<file path="config.mk">
export PLATFORM = sky130hd
export DESIGN_NAME = obj_line_reader
export DESIGN_NICKNAME = d
export VERILOG_FILES = /design/src/rtl/obj_line_reader.sv
export SDC_FILE = /design/constraint.sdc
export NUM_CORES = 1
export LEC_CHECK = 0
export ABC_AREA = 1
export CORE_MARGIN = 1
export CORE_UTILIZATION = 44
export DETAILED_ROUTE_END_ITERATION = 7
export PLACE_DENSITY_LB_ADDON = 0.05
export SLEW_MARGIN = 10
export SYNTH_ARGS = -nofsm -noshare
export SYNTH_HDL_FRONTEND = slang
export SYNTH_SLANG_ARGS = --single-unit
</file>
<file path="constraint.sdc">
create_clock -name clock -period 2.2 [get_ports clock]
set_input_delay 0.22 -clock clock [delete_from_list [all_inputs] [get_ports clock]]
set_output_delay 0.22 -clock clock [all_outputs]
set_load 0.01 [all_outputs]
</file>
<file path="src/rtl/obj_line_reader.sv">
// rtl/obj_line_reader.sv - OBJ row-buffer scan-out: line timing, packet decode, 2-entry pixel FIFO
module obj_line_reader #(
  parameter int unsigned CYCLES_PER_LINE  = 1232,
  parameter int unsigned CYCLES_PER_PIXEL = 4,
  parameter int unsigned H_ACTIVE         = 240,
  parameter int unsigned V_ACTIVE         = 160,
  parameter int unsigned V_TOTAL          = 228
) (
  input  logic        clock,
  input  logic        reset,
  input  logic        enable,
  input  logic [19:0] obj_packet,
  output logic [7:0]  hcount,
  output logic [7:0]  vcount,
  output logic        hblank,
  output logic        vblank,
  output logic        pix_valid,
  input  logic        pix_ready,
  output logic [7:0]  pix_x,
  output logic [1:0]  pix_pri,
  output logic [7:0]  pix_index,
  output logic        pix_opaque,
  output logic        pix_semitrans,
  output logic        pix_win,
  output logic        pix_overrun
);

  localparam int LCW = $clog2(CYCLES_PER_LINE);
  localparam int PHW = (CYCLES_PER_PIXEL > 1) ? $clog2(CYCLES_PER_PIXEL) : 1;
  localparam logic [LCW-1:0] LC_LAST   = LCW'(CYCLES_PER_LINE - 1);
  localparam logic [LCW-1:0] LC_HBLANK = LCW'(H_ACTIVE * CYCLES_PER_PIXEL);
  localparam logic [PHW-1:0] PH_LAST   = PHW'(CYCLES_PER_PIXEL - 1);
  localparam logic [PHW-1:0] PH_SAMPLE = PHW'(1);
  localparam logic [7:0]     V_LAST    = 8'(V_TOTAL - 1);
  localparam logic [7:0]     V_VIS     = 8'(V_ACTIVE);

  typedef struct packed {
    logic [7:0] x;
    logic [1:0] pri;
    logic [7:0] index;
    logic       opaque;
    logic       semitrans;
    logic       win;
  } pix_t;

  logic [LCW-1:0] lc;
  logic [LCW-1:0] lc_next;
  logic [PHW-1:0] ph;
  logic           line_end;
  logic           frame_end;
  logic           push;
  logic           pop;
  logic           accept;
  logic           visible;
  logic [1:0]     mode;
  pix_t           dec;
  pix_t           mem [2];
  logic           rd_ptr;
  logic           wr_ptr;
  logic [1:0]     count;
  logic           unused_bits;

  // Layer id and reserved bits carry nothing this block needs.
  assign unused_bits = ^{obj_packet[17:15], obj_packet[12:9]};

  always_comb begin
    line_end      = (lc == LC_LAST);
    frame_end     = line_end && (vcount == V_LAST);
    lc_next       = line_end ? '0 : lc + LCW'(1);
    mode          = obj_packet[14:13];
    visible       = enable && obj_packet[8] && (obj_packet[7:0] != 8'd0);
    dec.x         = hcount;
    dec.pri       = obj_packet[19:18];
    dec.index     = obj_packet[7:0];
    dec.opaque    = visible && (mode != 2'd2);
    dec.semitrans = visible && (mode == 2'd1);
    dec.win       = visible && (mode == 2'd2);
    push          = (ph == PH_SAMPLE) && !hblank && !vblank;
    pop           = pix_valid && pix_ready;
    // A full FIFO still takes the new pixel when the head leaves in the same cycle.
    accept        = push && ((count != 2'd2) || pop);
  end

  assign pix_valid = (count != 2'd0);
  assign {pix_x, pix_pri, pix_index, pix_opaque, pix_semitrans, pix_win} = mem[rd_ptr];

  always_ff @(posedge clock) begin
    if (!reset) begin
      lc          <= '0;
      ph          <= '0;
      hcount      <= 8'd0;
      vcount      <= 8'd0;
      hblank      <= 1'b0;
      vblank      <= 1'b0;
      count       <= 2'd0;
      rd_ptr      <= 1'b0;
      wr_ptr      <= 1'b0;
      mem[0]      <= '0;
      mem[1]      <= '0;
      pix_overrun <= 1'b0;
    end else begin
      lc     <= lc_next;
      ph     <= (line_end || (ph == PH_LAST)) ? '0 : ph + PHW'(1);
      hblank <= (lc_next >= LC_HBLANK);
      if (line_end)
        hcount <= 8'd0;
      else if (ph == PH_LAST)
        hcount <= (lc_next < LC_HBLANK) ? hcount + 8'd1 : 8'd0;
      if (line_end) begin
        vcount <= frame_end ? 8'd0 : vcount + 8'd1;
        vblank <= frame_end ? (V_VIS == 8'd0) : ((vcount + 8'd1) >= V_VIS);
      end
      if (accept) begin
        mem[wr_ptr] <= dec;
        wr_ptr      <= ~wr_ptr;
      end
      if (pop)
        rd_ptr <= ~rd_ptr;
      count <= count + {1'b0, accept} - {1'b0, pop};
      if (frame_end)
        pix_overrun <= 1'b0;
      else if (push && !accept)
        pix_overrun <= 1'b1;
    end
  end

endmodule

</file>
==> Word-level counts from Yosys, hierarchy flattened <==
Memory sizes are Yosys's and may differ from the RTL's. A register that Yosys moved wholly into a read port is not among the register bits.
Index checks and enable logic that the tools add are counted.
W data, S select, Z words.
{ "word_totals": {"wordCells": 66, "output_inout_bits": 41, "mem_bits_rw": 42, "regBits": 36, "memories": 1} }
{ "mem_list": {"columns": ["name", "depth", "word_bits", "rd", "rd_ports_with_merged_regs", "wr", "line_no", "text"], "rows": [
  ["mem", 2, 21, 1, 1, 2, "57", "pix_t mem [2];"]
]} }
{ "op_classes": {"bitwise_logic": 3, "addsub": 6, "reduce_logical": 22, "n_mux": 13, "n_lt_le_gt_ge": 3, "n_eq_ne": 8} }
{ "ops": {"columns": ["op", "n"], "rows": [
  ["$mux W21", 1],
  ["$reduce_or A21 Y1", 1],
  ["$add A8 B1 Y8 const B", 2],
  ["$mux W8", 2],
  ["$add A11 B1 Y11 const B", 1],
  ["$eq A11 B11 Y1 const B", 1],
  ["$ge A11 B10 Y1 const B", 1],
  ["$logic_and A1 B1 Y1", 11],
  ["$lt A11 B10 Y1 const B", 1],
  ["$mux W11", 1],
  ["$mux W1", 9],
  ["$eq A8 B8 Y1 const B", 1],
  ["$ge A8 B8 Y1 const B", 1],
  ["$reduce_bool A8 Y1", 1],
  ["$reduce_or A2 Y1", 3],
  ["$eq A2 B1 Y1 const B", 2],
  ["$eq A2 B2 Y1 const B", 2],
  ["$ne A2 B2 Y1 const B", 2],
  ["$logic_not A1 Y1", 3],
  ["$not A1 Y1", 3],
  ["$add A2 B1 Y2", 1],
  ["$add A2 B1 Y2 const B", 1],
  ["$logic_or A1 B1 Y1", 2],
  ["$reduce_bool A2 Y1", 1],
  ["$sub A2 B1 Y2", 1]
]} }

==> Logic depth before layout (Yosys ltp) <==
{ "logic_depth": {"ltp_word": 9, "ltp_mapped": 12, "mapped_depth_nobuf": 12} }

==> Least setup slack after synthesis <==
Ideal clock, no wire load.
{ "synth_path": {"path_kind": "reg-to-reg", "startpoint": "register ph[0]", "endpoint": "memory mem[0][0] (netlist name), enable pin", "slack_ps": 203, "required_ps": 1822, "period_less_slack_ps": 1997, "arrival_time_ps": 1619, "path_stages_with_launch": 9, "path_cell_list": "dfxtp_1 ha_1 nand2_1 a31oi_2 inv_1 nor2_1 nand2_1 buf_2 nand2_1"} }
{ "synth_lines": {"columns": ["item", "line_no", "text"], "rows": [
  ["from (decl)", "48", "logic [PHW-1:0] ph;"],
  ["from (signal assigned)", "103", "ph <= (line_end || (ph == PH_LAST)) ? '0 : ph + PHW'(1);"],
  ["to (decl)", "57", null]
]} }

==> impl_metrics.yaml <==
detailed_routing:
  drt_iter0_drc: 111
  wl_per_cell_um: 12.4
  num_vias: 2576
  drtPass1Iterations: 4
  viasPerCell: 4.76
  drc_errors: 0
  ant_nets: 0
  drt_wl_total_um: 6720
synthesis:
  yosys.area.top_type: "edfxtp_1"
  synth_edf_count: 42
  syn_inst: 374
  ys_top_cells_by_area: "edfxtp_1 35%, dfxtp_1 20%, nor2_1 7.9%"
  synthArstFlopShare: 0
  synth_seq_cells: 79
  synth.avg_cell_area_um2: 9.71
  netlist_area_um2: 3630
  synthesis.nets: 406
  yosysUniqueCellTypes: 32
  synth_top_area_share: 0.347
  ys.warnings.count: 0
  seq_area_frac_synth: 0.551
  synth-main-ff-cell: "edfxtp_1"
global_route:
  grt_max_degree: 23
  grtUsageTotal: 0.171
  grt_pass1_vias: 2543
  antenna_found_initial: 0
  grt_pass1_wl_um: 11400
  overflow: 0
sta:
  maxSlewHeadroom: 0.748
  worstMarginPinSlew_ns: 0.375
  worst_slack_ns: 0.143
  final.setup.tns_ns: 0
  holdWs_ns: 0.459
  fmax_mhz: 486
  finalSetupViolCount: 0
  min_period_over_period: 0.935
  period_minus_slack_ns: 2.06
  slew_violations: 0
  finalClockSkew_ns: 0.0136
  rsz0062_at_grt: "no"
  hold_viol: 0
floorplan:
  die_h_um: 92.9
  core_area_um2: 7850
  num_io_pins: 65
  initial_utilization: 0.463
  dieArea_um2: 8620
  rows: 32
  dieWidth_um: 92.9
power_and_ir_drop:
  clkPwrFrac: 0.293
  switchingPower_uw: 949
  combPwrFrac: 0.210
  swShare: 0.277
  power_uw: 3420
  vdd_drop_max_v: 0.000477
  power.share.sequential: 0.497
  intPower_uw: 2470
  leakage_uw: 0.00174
  p_per_area_nw_per_um2: 759
clock_network:
  cts_sinks: 79
  clkTransAtPathRegs_ns: 0.09
  clockRootBuffer: "clkbuf_8"
  post_cts_resize_count: 0
  cts_buffers: 9
  postCtsSetupRepairBufs: 0
  cts_tree: "yes"
  worst_skew_pair.late_latency_ns: 0.35
  htree_num_levels: 3
  hold_buffers: 0
  clockBufferDepth: 2
placement:
  dp_hpwl_um: 4730
  place_ws_ns: 0.372
  io_buffers: 57
  gp_congestion: 0.815
finish:
  nets: 466
  drive_gt1_frac: 0.162
  final_common_cell: "nor2_1"
  layout_common_cells: "76 x nor2_1, 57 x clkdlybuf4s50_1, 46 x inv_1, 42 x edfxtp_1, 39 x nand2_1"
  antenna_cells: 0
  final_util: 0.574
  syn2layout_area_growth_pct: 24.1
worst_setup_path:
  path_buf_inv: 2
  required_ns: 1.98
  max_stage_delay_ns: 0.48
  crit_fanout: 21
  path_cells: "buf_4, mux2_2, clkdlybuf4s50_1"
  slowest_stage: "clkdlybuf4s50_1"
  startpoint_type: "flip-flop"
  cp-end-kind: "primary output"
  cpLargestDelayFamily: "buffers and inverters"
  crit_arrival_ns: 1.84
  path_class: "flip-flop to primary output"
min_path:
  hp-class: "flip-flop to flip-flop"
status:
  status: "finished, final reports clean"
run:
  drv_cap: 0
[cell usage after synthesis, types with 4 or more instances]
cell type,count
buf_4,8
nand3_2,6
o21ai_1,4
dfxtp_1,37
mux2_2,21
a21oi_1,7
nand3_1,12
nor2_2,11
edfxtp_1,42
clkbuf_1,5
inv_1,46
nor2_1,76
o21ai_0,8
ha_1,8
nand2_1,39
xor2_1,14
nor3_1,5
[routing by layer]
layer / routed length [um] / global-route usage
met1: 3170 / 0.209
met2: 3150 / 0.290
met3: 250 / 0.0312
met4: 149 / 0.0782
met5: 0 / 0
[cell type report]
| cell class | count | area [um2] |
|---|---|---|
| multi-input cells | 229 | 1350 |
| clock inverters | 7 | 61.3 |
| inverters | 50 | 188 |
| clock buffers | 9 | 124 |
| repair buffers | 65 | 656 |
| fillers | 734 | 3340 |
| well taps | 102 | 128 |
| flip-flops and latches | 79 | 2000 |
[final timing paths]
kind                             from                 endpoint  slack (ns)  cells past startpoint
hold reg to reg   rd_ptr$_SDFFE_PN0P_      rd_ptr$_SDFFE_PN0P_        0.46                      1
setup reg to reg     ph[0]$_SDFF_PP0_  mem[0][9]$_SDFFCE_PN0P_        0.50                      8
setup / recovery            flip-flop                 pix_x[0]        0.14                      3
hold / removal    rd_ptr$_SDFFE_PN0P_      rd_ptr$_SDFFE_PN0P_        0.46                      1
[state kept, by name, summed over array words and instances (netlist names), named ones only]
name,cells
rd_ptr,1
hblank,1
wr_ptr,1
hcount,8
ph,2
vcount,8
vblank,1
mem,42
pix_overrun,1
count,2
lc,11
[through the flow]
stage,std cells,cell area (um2)
2_1_floorplan,374,3630
3_3_place_gp,525,4320
3_5_place_dp,525,4320
4_1_cts,541,4510
5_1_grt,541,4510
6_report,541,4510
[power by group through the flow]
stage          clock (uW)  combinational [uW]  sequential, uW
2_1_floorplan           0                 395            1730
3_3_place_gp            0                 723            1730
3_5_place_dp            0                 727            1740
4_1_cts              1030                 732            1700
5_1_grt              1090                 783            1720
6_report             1000                 719            1700
[logic make-up after synthesis]
family          count (synthesis)  share of synthesized area
simple gates                  163                      0.209
compound gates                 22                     0.0338
buf+inv                        66                     0.0775
mux                            21                     0.0651
flops                          79                      0.551
fa+ha+maj                       8                     0.0276
xor+xnor                       15                     0.0362
(Power assumes the default switching activity.)
==> edit 1 (same flow settings) <==
`CYCLES_PER_PIXEL`: 4 -> 8.
--- a/src/rtl/obj_line_reader.sv
+++ b/src/rtl/obj_line_reader.sv
@@ -2,5 +2,5 @@
 module obj_line_reader #(
   parameter int unsigned CYCLES_PER_LINE  = 1232,
-  parameter int unsigned CYCLES_PER_PIXEL = 4,
+  parameter int unsigned CYCLES_PER_PIXEL = 8,
   parameter int unsigned H_ACTIVE         = 240,
   parameter int unsigned V_ACTIVE         = 160,
Behaviour: not the same (a bounded check fails within 10 cycles, from zero or initial values and one cycle with reset low).
==> edit 1 against the unedited design <==
  * Die area grew 1.7%
  * Total power down 3.7%
  * Routed wire length rose by 4.4%
  * Design area rose by 0.53%
  * Worst setup slack lost 1.2 ps
  * Critical path depth did not move
  * Sequential cell count up 1
  * Count of clock-buffer cells in the layout grew 2
  * Area after synthesis is 1.8% higher
  * First-iteration DRC count is 14% lower
  * Largest cell class unchanged
  * Highest routed layer unchanged
==> edit 1: results (changes against the unedited design) <==
metric	value	unit	change
mux cell area share after synthesis	6.40	%	-0.11 points
ranking of synthesized cells by area	edfxtp_1, dfxtp_1, nor2_1		
M1 wire length	3300	um	+4.2%
WL final	7020	um	+4.4%
metal2 WL	3270	um	+3.6%
insertion delay to the later sink of the worst-skew pair	340	ps	
dpl cells	536		+2.1%
Post-synth top cells	nor2_1, nand2_1, inv_1, edfxtp_1, dfxtp_1		
Lkg Pwr	1.79	nW	+2.3%
Post-Synth Adder-Cell Area	3.05	%	+0.29 points
routed wire length per instance	12.7	um	+2.3%
Crit-path slowest cell	clkdlybuf4s50_1		
post-synthesis compound-gate area fraction	2.47	%	-0.90 points
share of cells above drive strength 1	14.5	%	-1.6 points
Seq/Total Area, Yosys	54.7	%	-0.41 points
Met3 Wirelength	321	um	+28%
hpwl dp	4810	um	+1.7%
status	finished clean		
DR vias/cell	4.74		-0.47%
VDD IR max	0.000402	V	-16%
GPL Wtd Cong	0.823		+0.98%
Post-Syn Instances	384		+2.7%
Layout Nets	475		+1.9%
vias in the first global route	2425		-4.6%
htree depth	3		unchanged
syn_nets	417		+2.7%
CP peak stage delay	500	ps	+20 ps
initial drt markers	96		-14%
XOR/XNOR Fraction of Synth Area	3.55	%	-0.062 points
Setup Skew	8.62	ps	-4.98 ps
Synth cell types	33		+3.1%
Slew @ Worst Pin	358	ps	-16.6 ps
GRT Total Usage	16.9	%	-0.17 points
Layout fillers	775		+5.6%
Sw Pwr	0.000846	W	-11%
first-pass GRT wire length	11300	um	-0.85%
[edit 1: cell count changes after synthesis, sizes merged, moves of 2 or more]
cell / delta
a21oi: -2
buf: +4
clkbuf: -3
clkinv: -2
nand2: +11
nand4: +2
nor2: -2
o21ai: -4
[edit 1: per-stage QoR]
step	worst slack, ps	cell area (sq um)	utilization [%]
6_report	142	4530	55.4
5_1_grt	51.5	4530	55.4
3_5_place_dp	371	4350	53.2
2_1_floorplan	296	3700	-
3_3_place_gp	393	4350	53.2
4_1_cts	109	4530	55.4
[edit 1: power groups by stage]
stage | Combinational [W] | Clock [W] | Sequential (W)
finish | 0.000602 | 0.00100 | 0.00169
global route | 0.000654 | 0.00110 | 0.00170
CTS | 0.000616 | 0.00104 | 0.00169
detailed placement | 0.000612 | 0 | 0.00173
global placement | 0.000607 | 0 | 0.00172
floorplan | 0.000334 | 0 | 0.00172
[edit 1: cell type report]
class / instances / area share [%]
Sequential cell: 80 / 44.6
Multi-Input combinational cell: 239 / 30.7
Timing Repair Buffer: 64 / 13.8
Inverter: 48 / 3.98
Clock buffer: 11 / 3.37
Tap cell: 105 / 2.90
Clock inverter: 5 / 0.663
[edit 1: routing by layer]
metal / track usage, % / up-vias
met4: 7.44 / 0
met2: 26.9 / 50
met3: 3.80 / 10
li1: - / 1344
met5: 0 / -
met1: 22.1 / 1212
[edit 1: path summary, 6_finish.rpt]
kind	from	to	slack (ps)	cells after the start
setup / recovery	flop	pix_x[1]	140	3
hold / removal	pix_overrun$_SDFFE_PP0P_	pix_overrun$_SDFFE_PP0P_	460	2
setup reg to reg	ph[0]$_SDFF_PP0_	mem[1][20]$_SDFFCE_PN0P_	450	8
hold reg to reg	pix_overrun$_SDFFE_PP0P_	pix_overrun$_SDFFE_PP0P_	460	2
==> edit 2 (same flow settings) <==
Made on the original files. Reset style: asynchronous (`reset`), changed in one clocked block.
--- a/src/rtl/obj_line_reader.sv
+++ b/src/rtl/obj_line_reader.sv
@@ -85,5 +85,5 @@
   assign {pix_x, pix_pri, pix_index, pix_opaque, pix_semitrans, pix_win} = mem[rd_ptr];
 
-  always_ff @(posedge clock) begin
+  always_ff @(posedge clock or negedge reset) begin
     if (!reset) begin
       lc          <= '0;
Behaviour: differs if reset is asserted again (counterexample within 4 cycles, from zero or initial values and one cycle with reset low); with reset held inactive, the same outputs for 10 cycles.
==> edit 2 against the unedited design <==
  * Synthesized cell count up 26%
  * Critical path depth unchanged
  * Maximum frequency up 3.7%
  * Worst setup slack better by 74 ps
  * Routed wire length up 15%
  * Area after synthesis up 9.3%
  * Sequential share of layout area down 3.6 points
  * Sequential cell count down 1
  * Design area up 6.0%
Power is not compared: it rests on default switching activity, and its combinational part moved more than twofold at a synthesized area within 25%.
==> edit 2: results (changes against the unedited design) <==
metric	value	unit	change
status	finished clean		
DR vias/cell	4.79		+0.70%
critical path fanouts, max	40		+90%
syn_nets	503		+24%
M1 GR Usage	25.0	%	+4.1 points
initial drt markers	114		+2.7%
port buffer count	57		unchanged
dpl cells	621		+18%
Hold Slack	292	ps	-167 ps
Post-synth ARST share	100	%	+100 points
first-pass GRT wire length	14100	um	+24%
Tcrit/Tclk final	90.1	%	-3.4 points
Hold WC Path Type	input pin to asynchronous set/reset pin		
GPL Wtd Cong	0.852		+4.6%
Seq/Total Area, Yosys	49.2	%	-6.0 points
Synth cell types	37		+16%
Post-synth top cells	nand2_1, dfrtp_1, inv_1, nor2_1		
pre-CTS setup slack	303	ps	-68.4 ps
Synth Area per Inst	8.41	sq um	-13%
Setup Skew	6.58	ps	-7.03 ps
Layout fillers	842		+15%
met3 Use GR	3.83	%	+0.71 points
r2r setup slk	290	ps	-210 ps
Critical Path AT	1760	ps	-80 ps
CP peak stage delay	580	ps	+100 ps
PostCTS Resize Cnt	0		unchanged
share of cells above drive strength 1	10.9	%	-5.2 points
Layout Nets	556		+19%
ranking of synthesized cells by area	dfrtp_1, nand2_1, inv_1		
WL final	7750	um	+15%
vias in the first global route	3029		+19%
post-placement cell area	4560	sq um	+5.6%
routed wire length per instance	12.1	um	-2.3%
Slew @ Worst Pin	401	ps	+26.9 ps
GRT Total Usage	18.2	%	+1.1 points
met2 usage	28.7	%	-0.39 points
hpwl dp	5390	um	+14%
largest net degree at the start of global routing	41		+78%
edit 2: cell types whose count changed after synthesis, sizes merged, moves of 37 or more:
cell	delta
dfrtp	+78
dfxtp	-37
edfxtp	-42
nand2	+113
nor2	-52
o21ai	+43
edit 2: worst register-to-register path: stages (launching register included):
cell and delay (ps):
dfrtp_1 410, ha_1 220, nand2_2 100, nor2_4 150
nand3_2 310, nand3_1 290, buf_4 210, nand3_1 90
nand2_1 70
edit 2: report_power, final:
group | internal, W | switching, W | total [W]
sequential | 0.00177 | 0.000167 | 0.00193
combinational | 0.000872 | 0.00109 | 0.00197
clock | 0.000586 | 0.000503 | 0.00109
edit 2: logic make-up (layout without fill, tap and decap cells):
kind of cell,count (synthesis),after routing,synth area share [%]
xor gates and xnor gates,12,12,2.65
adders and majority gates,7,7,2.21
DFF,78,78,49.2
AOI/OAI and AO/OA,67,67,9.90
buffers and inverters,81,139,10.4
and+or+nand+nor,227,227,25.7
edit 2: what timing repair did:
| action | 4_1_cts | 5_1_grt |
|---|---|---|
| endpoints found under the hold margin | 17 | 0 |
| buffers inserted | 0 | 0 |
| hold buffers | 1 | 0 |
edit 2: metrics by stage:
| step | total power, W | util, % |
|---|---|---|
| 6_report | 0.00499 | 54.8 |
| 5_1_grt | 0.00538 | 54.8 |
| 4_1_cts | 0.00507 | 54.8 |
| 3_5_place_dp | 0.00396 | 52.3 |
| 3_3_place_gp | 0.00391 | 52.3 |
| 2_1_floorplan | 0.00333 | - |
edit 2: routing by layer:
metal / vias up / part of all wire (%)
met2: 50 / 45
met3: 10 / 3.1
met5: - / 0
met4: 0 / 1.3
li1: 1577 / -
met1: 1422 / 51
edit 2: worst paths after layout:
path | start | cells past startpoint | endpoint
setup / recovery | rd_ptr$_DFFE_PN0P_ | 3 | pix_index[2]
hold / removal | reset | 2 | count[1]$_DFF_PN0_
setup reg to reg | lc[0]$_DFF_PN0_ | 8 | hcount[6]$_DFFE_PN0P_
hold reg to reg | mem[5]$_DFFE_PN0P_ | 2 | mem[5]$_DFFE_PN0P_
max in group asynchronous | reset | 3 | vblank$_DFFE_PN0N_
min in group clock | obj_packet[18] | 3 | mem[11]$_DFFE_PN0P_
edit 2: cell type report:
cell class | instances | share of cell area, %
flip-flops and latches | 78 | 40.9
well taps | 108 | 2.83
clock inverters | 3 | 0.891
inverters | 60 | 4.77
clock buffers | 13 | 3.33
repair buffers | 63 | 13.7
multi-input cells | 313 | 33.6
